`src/rtl/ctrl_seq_if.sv`:
```
// Bus bundle between control_sequencer and its environment: instruction fetch,
// data memory read/write port and ALU start/done handshake.
interface ctrl_seq_if #(
    parameter int DW  = 8,
    parameter int OPW = 6,
    parameter int AW  = 8
);
    localparam int CMD_W = OPW + 2 * (DW + 1);

    logic             cmd_req;
    logic [AW-1:0]    cmd_addr;
    logic             cmd_valid;
    logic [CMD_W-1:0] cmd_data;

    logic             mem_rd_req;
    logic [DW-1:0]    mem_rd_addr;
    logic             mem_rd_valid;
    logic [DW-1:0]    mem_rd_data;

    logic             mem_wr_en;
    logic [DW-1:0]    mem_wr_addr;
    logic [DW-1:0]    mem_wr_data;

    logic             alu_start;
    logic [3:0]       alu_op;
    logic [DW-1:0]    alu_a;
    logic [DW-1:0]    alu_b;
    logic             alu_done;
    logic [DW-1:0]    alu_result;

    modport master (
        output cmd_req, cmd_addr,
        input  cmd_valid, cmd_data,
        output mem_rd_req, mem_rd_addr,
        input  mem_rd_valid, mem_rd_data,
        output mem_wr_en, mem_wr_addr, mem_wr_data,
        output alu_start, alu_op, alu_a, alu_b,
        input  alu_done, alu_result
    );

    modport slave (
        input  cmd_req, cmd_addr,
        output cmd_valid, cmd_data,
        input  mem_rd_req, mem_rd_addr,
        output mem_rd_valid, mem_rd_data,
        input  mem_wr_en, mem_wr_addr, mem_wr_data,
        input  alu_start, alu_op, alu_a, alu_b,
        output alu_done, alu_result
    );
endinterface

```
`src/rtl/control_sequencer.sv`:
```
// Multi-cycle instruction sequencer: fetch, operand resolve, ALU dispatch, write-back, jumps.
// Optional macro CTRL_SEQ_HALT_EN: opcode 8 halts the sequencer and adds the halted output.
//
// state   | meaning
// FETCH   | cmd_req held, latch command on cmd_valid
// DEC     | split fields, load immediates, pick operand path
// RD1     | read operand 1 from memory
// RD2     | read operand 2 from memory (add/sub only)
// EXEC    | one-cycle alu_start
// WAIT    | wait for alu_done, update acc/flags
// WB      | mov write strobe
// RET     | retire pulse, advance or redirect ip
// HALT    | parked until reset (macro build only)
module control_sequencer #(
    parameter int DW  = 8,
    parameter int OPW = 6,
    parameter int AW  = 8
) (
    input  logic          clock,
    input  logic          reset,
    ctrl_seq_if.master    bus,
    output logic [DW-1:0] acc,
    output logic [AW-1:0] ip,
    output logic          flag_z,
    output logic          flag_lt,
    output logic          illegal,
    output logic          retire
`ifdef CTRL_SEQ_HALT_EN
    ,
    output logic          halted
`endif
);
    localparam int CMD_W = OPW + 2 * (DW + 1);

    localparam logic [OPW-1:0] OP_NOP  = OPW'(0);
    localparam logic [OPW-1:0] OP_ADD  = OPW'(1);
    localparam logic [OPW-1:0] OP_SUB  = OPW'(2);
    localparam logic [OPW-1:0] OP_INV  = OPW'(3);
    localparam logic [OPW-1:0] OP_MOV  = OPW'(4);
    localparam logic [OPW-1:0] OP_JFE  = OPW'(5);
    localparam logic [OPW-1:0] OP_JFL  = OPW'(6);
    localparam logic [OPW-1:0] OP_JFG  = OPW'(7);
`ifdef CTRL_SEQ_HALT_EN
    localparam logic [OPW-1:0] OP_HALT = OPW'(8);
    localparam logic [OPW-1:0] OP_LAST = OP_HALT;
`else
    localparam logic [OPW-1:0] OP_LAST = OP_JFG;
`endif

    typedef enum logic [3:0] {
        S_FETCH, S_DEC, S_RD1, S_RD2, S_EXEC, S_WAIT, S_WB, S_RET, S_HALT
    } state_t;

    state_t           state, state_n;
    logic [CMD_W-1:0] cmd_q;
    logic [DW-1:0]    op1, op2;

    logic [OPW-1:0] opc;
    logic           f1, f2;
    logic [DW-1:0]  v1, v2;
    assign opc = cmd_q[CMD_W-1 -: OPW];
    assign f1  = cmd_q[2*DW+1];
    assign v1  = cmd_q[2*DW -: DW];
    assign f2  = cmd_q[DW];
    assign v2  = cmd_q[DW-1:0];

    logic is_nop, is_add, is_sub, is_inv, is_mov, is_jfe, is_jfl, is_jfg, is_halt;
    logic legal, uses_alu, uses_rd2, taken;
    logic [AW-1:0] target;

    assign is_nop   = (opc == OP_NOP);
    assign is_add   = (opc == OP_ADD);
    assign is_sub   = (opc == OP_SUB);
    assign is_inv   = (opc == OP_INV);
    assign is_mov   = (opc == OP_MOV);
    assign is_jfe   = (opc == OP_JFE);
    assign is_jfl   = (opc == OP_JFL);
    assign is_jfg   = (opc == OP_JFG);
`ifdef CTRL_SEQ_HALT_EN
    assign is_halt  = (opc == OP_HALT);
`else
    assign is_halt  = 1'b0;
`endif
    assign legal    = (opc <= OP_LAST);
    assign uses_alu = is_add | is_sub | is_inv;
    assign uses_rd2 = (is_add | is_sub) & f2;
    assign target   = AW'(op1);
    assign taken    = (is_jfe & flag_z) | (is_jfl & flag_lt) | (is_jfg & ~flag_z & ~flag_lt);

    // Where to go once operand 1 is resolved: ALU, write-back, or straight to retire for jumps.
    state_t after_op1;
    always_comb begin
        after_op1 = S_RET;
        if (uses_rd2)
            after_op1 = S_RD2;
        else if (uses_alu)
            after_op1 = S_EXEC;
        else if (is_mov)
            after_op1 = S_WB;
    end

    always_ff @(posedge clock or posedge reset) begin
        if (reset)
            state <= S_FETCH;
        else
            state <= state_n;
    end

    always_comb begin
        state_n          = state;
        bus.cmd_req      = 1'b0;
        bus.cmd_addr     = '0;
        bus.mem_rd_req   = 1'b0;
        bus.mem_rd_addr  = '0;
        bus.mem_wr_en    = 1'b0;
        bus.mem_wr_addr  = '0;
        bus.mem_wr_data  = '0;
        bus.alu_start    = 1'b0;
        bus.alu_op       = '0;
        bus.alu_a        = '0;
        bus.alu_b        = '0;
        illegal          = 1'b0;
        retire           = 1'b0;
        case (state)
            S_FETCH: begin
                bus.cmd_req  = ~reset;
                bus.cmd_addr = ip;
                if (bus.cmd_valid)
                    state_n = S_DEC;
            end
            S_DEC: begin
                illegal = ~legal;
                if (!legal || is_nop || is_halt)
                    state_n = S_RET;
                else if (f1)
                    state_n = S_RD1;
                else
                    state_n = after_op1;
            end
            S_RD1: begin
                bus.mem_rd_req  = 1'b1;
                bus.mem_rd_addr = v1;
                if (bus.mem_rd_valid)
                    state_n = after_op1;
            end
            S_RD2: begin
                bus.mem_rd_req  = 1'b1;
                bus.mem_rd_addr = v2;
                if (bus.mem_rd_valid)
                    state_n = S_EXEC;
            end
            S_EXEC: begin
                bus.alu_start = 1'b1;
                bus.alu_op    = opc[3:0];
                bus.alu_a     = op1;
                bus.alu_b     = op2;
                state_n       = S_WAIT;
            end
            S_WAIT: begin
                bus.alu_op = opc[3:0];
                bus.alu_a  = op1;
                bus.alu_b  = op2;
                if (bus.alu_done)
                    state_n = S_RET;
            end
            S_WB: begin
                bus.mem_wr_en   = 1'b1;
                bus.mem_wr_addr = v2;
                bus.mem_wr_data = op1;
                state_n         = S_RET;
            end
            S_RET: begin
                retire  = 1'b1;
                state_n = is_halt ? S_HALT : S_FETCH;
            end
            S_HALT:  state_n = S_HALT;
            default: state_n = S_FETCH;
        endcase
    end

    always_ff @(posedge clock or posedge reset) begin
        if (reset) begin
            cmd_q   <= '0;
            op1     <= '0;
            op2     <= '0;
            acc     <= '0;
            ip      <= '0;
            flag_z  <= 1'b0;
            flag_lt <= 1'b0;
        end else begin
            case (state)
                S_FETCH: if (bus.cmd_valid) cmd_q <= bus.cmd_data;
                S_DEC: begin
                    op1 <= v1;
                    op2 <= v2;
                end
                S_RD1: if (bus.mem_rd_valid) op1 <= bus.mem_rd_data;
                S_RD2: if (bus.mem_rd_valid) op2 <= bus.mem_rd_data;
                S_WAIT: begin
                    if (bus.alu_done) begin
                        acc <= bus.alu_result;
                        // Flags reflect only the most recent sub; lt uses the raw operands.
                        if (is_sub) begin
                            flag_z  <= (bus.alu_result == '0);
                            flag_lt <= (op1 < op2);
                        end
                    end
                end
                S_RET: begin
                    if (!is_halt)
                        ip <= taken ? target : ip + AW'(1);
                end
                default: ;
            endcase
        end
    end

`ifdef CTRL_SEQ_HALT_EN
    assign halted = (state == S_HALT);
`endif

endmodule

```
`src/flat_wrapper.sv`:
```
// flat-port wrapper written by rule: the top's interface ports become plain ports
module control_sequencer_flat 
#(
    parameter int DW  = 8,
    parameter int OPW = 6,
    parameter int AW  = 8
)
  (clock, reset, acc, ip, flag_z, flag_lt, illegal, retire, bus_cmd_req, bus_cmd_addr, bus_cmd_valid, bus_cmd_data, bus_mem_rd_req, bus_mem_rd_addr, bus_mem_rd_valid, bus_mem_rd_data, bus_mem_wr_en, bus_mem_wr_addr, bus_mem_wr_data, bus_alu_start, bus_alu_op, bus_alu_a, bus_alu_b, bus_alu_done, bus_alu_result);
  ctrl_seq_if #(.DW(DW), .OPW(OPW), .AW(AW)) bus_i ();
  input  logic clock;
  input  logic reset;
  output logic [DW-1:0] acc;
  output logic [AW-1:0] ip;
  output logic flag_z;
  output logic flag_lt;
  output logic illegal;
  output logic retire;
  output wire logic [$bits(bus_i.cmd_req)-1:0] bus_cmd_req;
  output wire logic [$bits(bus_i.cmd_addr)-1:0] bus_cmd_addr;
  input wire logic [$bits(bus_i.cmd_valid)-1:0] bus_cmd_valid;
  input wire logic [$bits(bus_i.cmd_data)-1:0] bus_cmd_data;
  output wire logic [$bits(bus_i.mem_rd_req)-1:0] bus_mem_rd_req;
  output wire logic [$bits(bus_i.mem_rd_addr)-1:0] bus_mem_rd_addr;
  input wire logic [$bits(bus_i.mem_rd_valid)-1:0] bus_mem_rd_valid;
  input wire logic [$bits(bus_i.mem_rd_data)-1:0] bus_mem_rd_data;
  output wire logic [$bits(bus_i.mem_wr_en)-1:0] bus_mem_wr_en;
  output wire logic [$bits(bus_i.mem_wr_addr)-1:0] bus_mem_wr_addr;
  output wire logic [$bits(bus_i.mem_wr_data)-1:0] bus_mem_wr_data;
  output wire logic [$bits(bus_i.alu_start)-1:0] bus_alu_start;
  output wire logic [$bits(bus_i.alu_op)-1:0] bus_alu_op;
  output wire logic [$bits(bus_i.alu_a)-1:0] bus_alu_a;
  output wire logic [$bits(bus_i.alu_b)-1:0] bus_alu_b;
  input wire logic [$bits(bus_i.alu_done)-1:0] bus_alu_done;
  input wire logic [$bits(bus_i.alu_result)-1:0] bus_alu_result;
  assign bus_cmd_req = bus_i.cmd_req;
  assign bus_cmd_addr = bus_i.cmd_addr;
  assign bus_i.cmd_valid = bus_cmd_valid;
  assign bus_i.cmd_data = bus_cmd_data;
  assign bus_mem_rd_req = bus_i.mem_rd_req;
  assign bus_mem_rd_addr = bus_i.mem_rd_addr;
  assign bus_i.mem_rd_valid = bus_mem_rd_valid;
  assign bus_i.mem_rd_data = bus_mem_rd_data;
  assign bus_mem_wr_en = bus_i.mem_wr_en;
  assign bus_mem_wr_addr = bus_i.mem_wr_addr;
  assign bus_mem_wr_data = bus_i.mem_wr_data;
  assign bus_alu_start = bus_i.alu_start;
  assign bus_alu_op = bus_i.alu_op;
  assign bus_alu_a = bus_i.alu_a;
  assign bus_alu_b = bus_i.alu_b;
  assign bus_i.alu_done = bus_alu_done;
  assign bus_i.alu_result = bus_alu_result;
  control_sequencer #(.DW(DW), .OPW(OPW), .AW(AW)) u_core (.clock(clock), .reset(reset), .bus(bus_i), .acc(acc), .ip(ip), .flag_z(flag_z), .flag_lt(flag_lt), .illegal(illegal), .retire(retire));
endmodule
```
`config.mk`:
```
export PLATFORM = sky130hd
export DESIGN_NAME = control_sequencer_flat
export DESIGN_NICKNAME = d
export VERILOG_FILES = /design/src/rtl/ctrl_seq_if.sv /design/src/rtl/control_sequencer.sv /design/src/flat_wrapper.sv
export SDC_FILE = /design/constraint.sdc
export NUM_CORES = 1
export LEC_CHECK = 0
export ABC_AREA = 1
export CORE_UTILIZATION = 35
export DETAILED_ROUTE_END_ITERATION = 10
export GPL_ROUTABILITY_DRIVEN = 1
export PLACE_DENSITY = 0.66
export SLEW_MARGIN = 20
export SYNTH_ARGS = -nofsm -noshare
export SYNTH_HDL_FRONTEND = slang
export SYNTH_SLANG_ARGS = --single-unit
```
`constraint.sdc`:
```
create_clock -name clock -period 3.7 [get_ports clock]
set_clock_uncertainty 0.15 [all_clocks]
set_input_delay 0.925 -clock clock [delete_from_list [all_inputs] [get_ports clock]]
set_output_delay 0.925 -clock clock [all_outputs]
set_load 0.03 [all_outputs]
```
==> metrics.cfg, run 1 <==
[outcome]
status = finished clean

[final_layout]
fin_area_sq_um = 5010
final_cell_mix = clkdlybuf4s50_1 (120), nand2_1 (86), nor2_1 (82)
register_area_sq_um = 1550
layout-drive-gt1-share_pct = 6.16
diodes = 0
multiInputGateArea_sq_um = 1620
area_growth_pct = 42.8
fillCellCount = 972
num-nets-final = 634
layout_commonest_cell = clkdlybuf4s50_1
fin_cells = 717

[cts]
cts_max_path_buffers = 2
ctsHoldBuffers = 0
clk_pin_slew_ns = 0.07
insertion_delay_ns = 0.35
cts_max_level = 3
cts_tree = done
numCtsBuffers = 9
post-cts-setup-buffers = 0
cts_sinks = 62
clockRootBuffer = clkbuf_8
cts_resized = 0

[critical_path]
r2r-end = u_core.op1[4]$_DFFE_PP0P_
r2r-start = u_core.state[2]$_DFFE_PP0P_
worstSetupPathType = register to output port
rr_worst_depth = 5
cp.arrival_ns = 2.43
worstSetupStartpointType = register
r2r_setup_slack_ns = 1.77
cp_max_fo = 16
required_ns = 2.62
crit_path_end_kind = output port

[global_route]
overflow = 0
grt_pass1_wl_um = 15000
grt_max_degree = 63
grt_pass1_vias = 3063
antenna_found_initial = 0
grt_use_total_pct = 19.0

[timing]
worst_slew_pin_slew_ns = 0.555
rsz0062_at_grt = false
setup_tns_ns = 0
min_period_ns = 3.50
post-route-period-util_pct = 94.6
final_max_slew_viol_count = 0
setup_viol = 0
setup_slack_ns = 0.199
relSlewSlack_pct = 62.9
max_freq_ghz = 0.286
finalHoldViolCount = 0

[synthesis]
synth_cell_type_count = 31
synth_nets = 513
synthArstFlopShare_pct = 100
synth_area_per_cell_sq_um = 7.62
yosysSeqAreaShare_pct = 44.3
synth_seq_cells = 62
ys_dominant_reg_cell = dfrtp_1
synth_area_sq_um = 3510
synth_edf_count = 0
synthCells = 460
ys_warn_count = 0

[place]
placedCellCount = 703
finalWeightedCongestion = 0.865
dp_hpwl_um = 7280
place_area_sq_um = 4840
port_buffers = 120
place_ws_ns = 0.473

[route]
wirelength_um = 9530
vias = 3382
wl_per_cell_um = 13.3
via_per_inst = 4.72
drc_errors = 0
drtAntennaViolNets = 0
firstDrtPassIters = 4
drt_iter0_drc = 136

[pwr]
power_switching_mw = 2.19
ir_worst_vdd_mv = 0.367
sw_frac_of_total_pct = 49.2
p_seq_share_pct = 26.6
p_int_mw = 2.26
pwr-share-comb_pct = 61.9
power_density_nw_per_um2 = 890
leakagePower_nw = 2.30
pwr-share-clk_pct = 11.5

[floorplanning]
initial_core_util_pct = 36.0
coreArea_sq_um = 9730
top_level_ports = 121
num_rows = 36
die-width_um = 102
die-area_sq_um = 10400
die_height_um = 102

[min_path]
hold_start = u_core.cmd_q[8]$_DFFE_PP0P_
min_to = u_core.cmd_q[8]$_DFFE_PP0P_
hp-class = register to register
holdPathStages = 2

[run]
maxCapViolCount = 0

==> layer usage <==
metal  share of wire, %  vias up  global-route usage, %
met3                7.0        6                   4.51
met1                 48     1545                   27.3
li1                   -     1726                      -
met5                  0        -                      0
met2                 44      105                   28.3
met4               0.79        0                   5.60
==> registers in the layout (all words and copies together), names as in the netlist <==
register / count
u_core.cmd_q: 24
u_core.acc: 8
u_core.ip: 8
u_core.op1: 8
u_core.op2: 8
u_core.state: 4
u_core.flag_lt: 1
u_core.flag_z: 1
==> layout make-up <==
type,count,area share [%]
Multi-Input combinational cell,315,32.3
Clock inverter,4,0.500
Clock buffer,10,2.75
Timing Repair Buffer,126,25.1
Inverter,67,5.02
Sequential cell,62,31.0
Tap cell,133,3.32
==> cell usage after synthesis (2+ instances only) <==
master	n	share of area [%]
xor2_1	2	0.50
o22ai_1	8	1.4
mux2_1	6	1.9
o21ai_0	28	4.0
nand2_2	2	0.36
ha_1	8	2.9
clkbuf_1	6	0.64
mux2_2	2	0.64
nor3_1	2	0.29
nand2_1	86	9.2
inv_2	2	0.21
o211ai_1	17	3.6
nand3_1	25	3.6
buf_6	2	0.64
inv_1	65	7.0
a21oi_1	29	4.1
nor4_1	2	0.36
nand4_1	4	0.71
o21ai_4	2	0.93
dfrtp_1	62	44
nand3_2	3	0.86
nor2_1	82	8.8
buf_2	7	1.0
==> through the flow <==
step / hold slack (ns) / power [mW] / utilization [%]
floorplan: 0.284 / 2.98 / -
detailed placement: 0.327 / 3.96 / 49.8
global placement: 0.318 / 3.90 / 49.8
CTS: 0.342 / 4.49 / 51.5
finish: 0.330 / 4.46 / 51.5
global route: 0.366 / 4.82 / 51.5
==> power groups by stage <==
stage / combinational (mW) / sequential [mW] / clock, mW
after global placement: 2.72 / 1.18 / 0
after floorplan: 1.66 / 1.32 / 0
after CTS: 2.78 / 1.19 / 0.525
after detailed placement: 2.76 / 1.20 / 0
final: 2.76 / 1.19 / 0.513
after global routing: 3.03 / 1.23 / 0.558
==> cell families after synthesis <==
group | synth area share [%]
compound gates | 14.3
xor+xnor | 0.750
fa+ha+maj | 2.86
buf+inv | 9.67
flops | 44.3
mux | 2.57
simple gates | 25.6
==> how the worst max path moves through the flow <==
stage / depth (start not counted) / startpoint / endpoint
6_report: 6 / u_core.state[3]$_DFFE_PP0P_ / bus_mem_wr_addr[7]
5_1_grt: 6 / u_core.state[3]$_DFFE_PP0P_ / bus_mem_wr_addr[7]
4_1_cts: 6 / u_core.state[3]$_DFFE_PP0P_ / bus_mem_wr_addr[7]
3_5_place_dp: 3 / reset / bus_cmd_req
3_3_place_gp: 3 / reset / bus_cmd_req
2_1_floorplan: 6 / u_core.state[3]$_DFFE_PP0P_ / bus_mem_wr_addr[4]
==> worst max-delay path, stage by stage, from the launching register on <==
cell	delay [ns]
dfrtp_1	0.42
inv_1	0.08
nand2_1	0.12
nor3_2	0.21
inv_1	0.30
nor2_1	0.23
clkdlybuf4s50_1	0.71
Power figures use the tool's default switching activity.
==> run 2: changes to the inputs <==
--- a/config.mk
+++ b/config.mk
@@ -6,10 +6,11 @@
 export NUM_CORES = 1
 export LEC_CHECK = 0
 export ABC_AREA = 1
-export CORE_UTILIZATION = 35
+export CORE_UTILIZATION = 30
 export DETAILED_ROUTE_END_ITERATION = 10
 export GPL_ROUTABILITY_DRIVEN = 1
-export PLACE_DENSITY = 0.66
+export HOLD_SLACK_MARGIN = 0.06
+export PLACE_DENSITY = 0.59
 export SLEW_MARGIN = 20
 export SYNTH_ARGS = -nofsm -noshare
 export SYNTH_HDL_FRONTEND = slang
==> run 2 against run 1 <==
Compared with the run above: cell count up 1.7%; register-to-register slack got worse by 0.07 ns; clock power up 69%; total power up 8.8%; utilization down 6.0 points; count of clock-buffer cells in the layout grew 2; fmax grew 0.77%; setup slack gained 0.027 ns; wire length up 6.1%; non-clock buffer count grew 1; global-route usage fell by 1.6 points; largest power group unchanged; highest routed layer unchanged.
==> metrics.cfg, run 2 (synthesis gave the netlist of run 1 again) <==
[critical_path]
cp_max_fo = 16
crit_path_end_kind = output port
startpoint = u_core.state[3]$_DFFE_PP0P_
worstSetupStartpointType = register
required_ns = 2.62
max_stage_delay_ns = 0.67
cp.arrival_ns = 2.40
path_cells = inv_1 -> nand2_1 -> nor3_2 -> clkinvlp_4 -> buf_12 -> nor2_1 -> clkdlybuf4s50_1
worstSetupPathType = register to output port
cpMaxStageDelayCell = clkdlybuf4s50_1
r2r-start = u_core.state[2]$_DFFE_PP0P_

[route]
wirelength_um = 10100
via_per_inst = 4.69
drt_iter0_drc = 201
drtAntennaViolNets = 0
m1WireLength_um = 4940
firstDrtPassIters = 5
routed-wl-met2_um = 4350
wl_per_cell_um = 13.9
drc_errors = 0
wl_met3_um = 677
vias = 3420
top_layer = met4

[final_layout]
layout_commonest_cell = clkdlybuf4s50_1
largest_register_ff_count = 24
fillCellCount = 1135
register_area_sq_um = 1550
num-nets-final = 635
top_register = u_core.cmd_q
fin_util_pct = 45.4
multiInputGateArea_sq_um = 1620
diodes = 0
area_growth_pct = 48.0
layout-drive-gt1-share_pct = 6.66
final_cell_mix = clkdlybuf4s50_1 (120), nand2_1 (86), nor2_1 (82)

[timing]
final_max_slew_viol_count = 0
setup_viol = 0
worst_slew_pin_slew_ns = 0.720
post-route-period-util_pct = 93.9
rsz0062_at_grt = false
finalHoldViolCount = 0
max_freq_ghz = 0.288
min_period_ns = 3.47
relSlewSlack_pct = 51.9
setup_tns_ns = 0

[global_route]
overflow = 0
grt_use_total_pct = 17.4
antenna_found_initial = 0
grt_pass1_vias = 3239
grt_max_degree = 48
grt_pass1_wl_um = 16000

[cts]
insertion_delay_ns = 0.32
cts_tree = done
clockRootBuffer = clkbuf_16
numCtsBuffers = 9
cts_sinks = 62
clk_pin_slew_ns = 0.05
cts_max_level = 3
cts_max_path_buffers = 2

[floorplanning]
die-area_sq_um = 12100
die_height_um = 110
initial_core_util_pct = 30.7
num_rows = 39
coreArea_sq_um = 11400
die-width_um = 110
top_level_ports = 121

[min_path]
hp-class = register to register
hold_start = u_core.cmd_q[8]$_DFFE_PP0P_

[place]
finalWeightedCongestion = 0.855
port_buffers = 120
dp_hpwl_um = 7680

[pwr]
ir_worst_vdd_mv = 0.438
power_density_nw_per_um2 = 935
leakagePower_nw = 2.38

[outcome]
status = finished clean

[run]
maxCapViolCount = 0

-- run 2: final timing paths --
path	end	slack, ns	cells after the start
worst max-delay path	bus_mem_wr_addr[7]	0.23	7
worst min-delay path	u_core.cmd_q[8]$_DFFE_PP0P_	0.33	2
worst max register to register	u_core.op2[6]$_DFFE_PP0P_	1.70	5
worst min register to register	u_core.cmd_q[8]$_DFFE_PP0P_	0.33	2
max in group asynchronous	u_core.cmd_q[6]$_DFFE_PP0P_	1.83	3
min in group asynchronous	u_core.acc[6]$_DFFE_PP0P_	0.94	2
-- run 2: metrics by stage --
stage / hold WS (ns) / instances / instance area (sq um) / total power, mW / worst slack, ns
3_3_place_gp: 0.316 / 713 / 4860 / 3.93 / 0.471
6_report: 0.325 / 729 / 5190 / 4.85 / 0.226
4_1_cts: 0.328 / 728 / 5160 / 4.87 / 0.185
3_5_place_dp: 0.317 / 713 / 4860 / 3.98 / 0.470
5_1_grt: 0.350 / 729 / 5190 / 5.24 / 0.0273
2_1_floorplan: 0.284 / 460 / 3510 / 2.98 / 0.733
-- run 2: timing repair --
item,CTS,global route
hold buffers,0,0
endpoints found under the setup margin,0,4
setup buffers,0,1
gates resized for setup,0,1
-- run 2: worst max-delay path, delay by kind of cell, from the launching register on --
family | cells | cell delay (ns)
DFF | 1 | 0.43
and+or+nand+nor | 3 | 0.53
buffers and inverters | 4 | 1.11
-- run 2: power by group --
| part | switching [mW] | total [mW] | internal (mW) |
|---|---|---|---|
| sequential | 0.195 | 1.19 | 0.994 |
| clock | 0.294 | 0.865 | 0.571 |
| combinational | 1.76 | 2.80 | 1.04 |
| total | 2.25 | 4.85 | 2.60 |
-- run 2: layout make-up --
type	instances	share of cell area [%]
repair buffers	127	24.6
flip-flops and latches	62	29.9
inverters	67	4.92
well taps	143	3.45
multi-input cells	315	31.1
clock buffers	12	5.14
clock inverters	3	0.820
-- run 2: metal layers --
layer / vias to the layer above / global-route usage (%)
met4: 0 / 6.20
li1: 1737 / -
met3: 11 / 3.70
met5: - / 0
met1: 1556 / 24.0
met2: 116 / 26.9
==> run 3: changes to the inputs <==
--- a/config.mk
+++ b/config.mk
@@ -6,6 +6,7 @@
 export NUM_CORES = 1
 export LEC_CHECK = 0
 export ABC_AREA = 1
+export CAP_MARGIN = 20
 export CORE_UTILIZATION = 30
 export DETAILED_ROUTE_END_ITERATION = 10
 export GPL_ROUTABILITY_DRIVEN = 1
==> results of run 3 <==
Same layout as run 2: the final DEF is identical, and so are final timing and power.
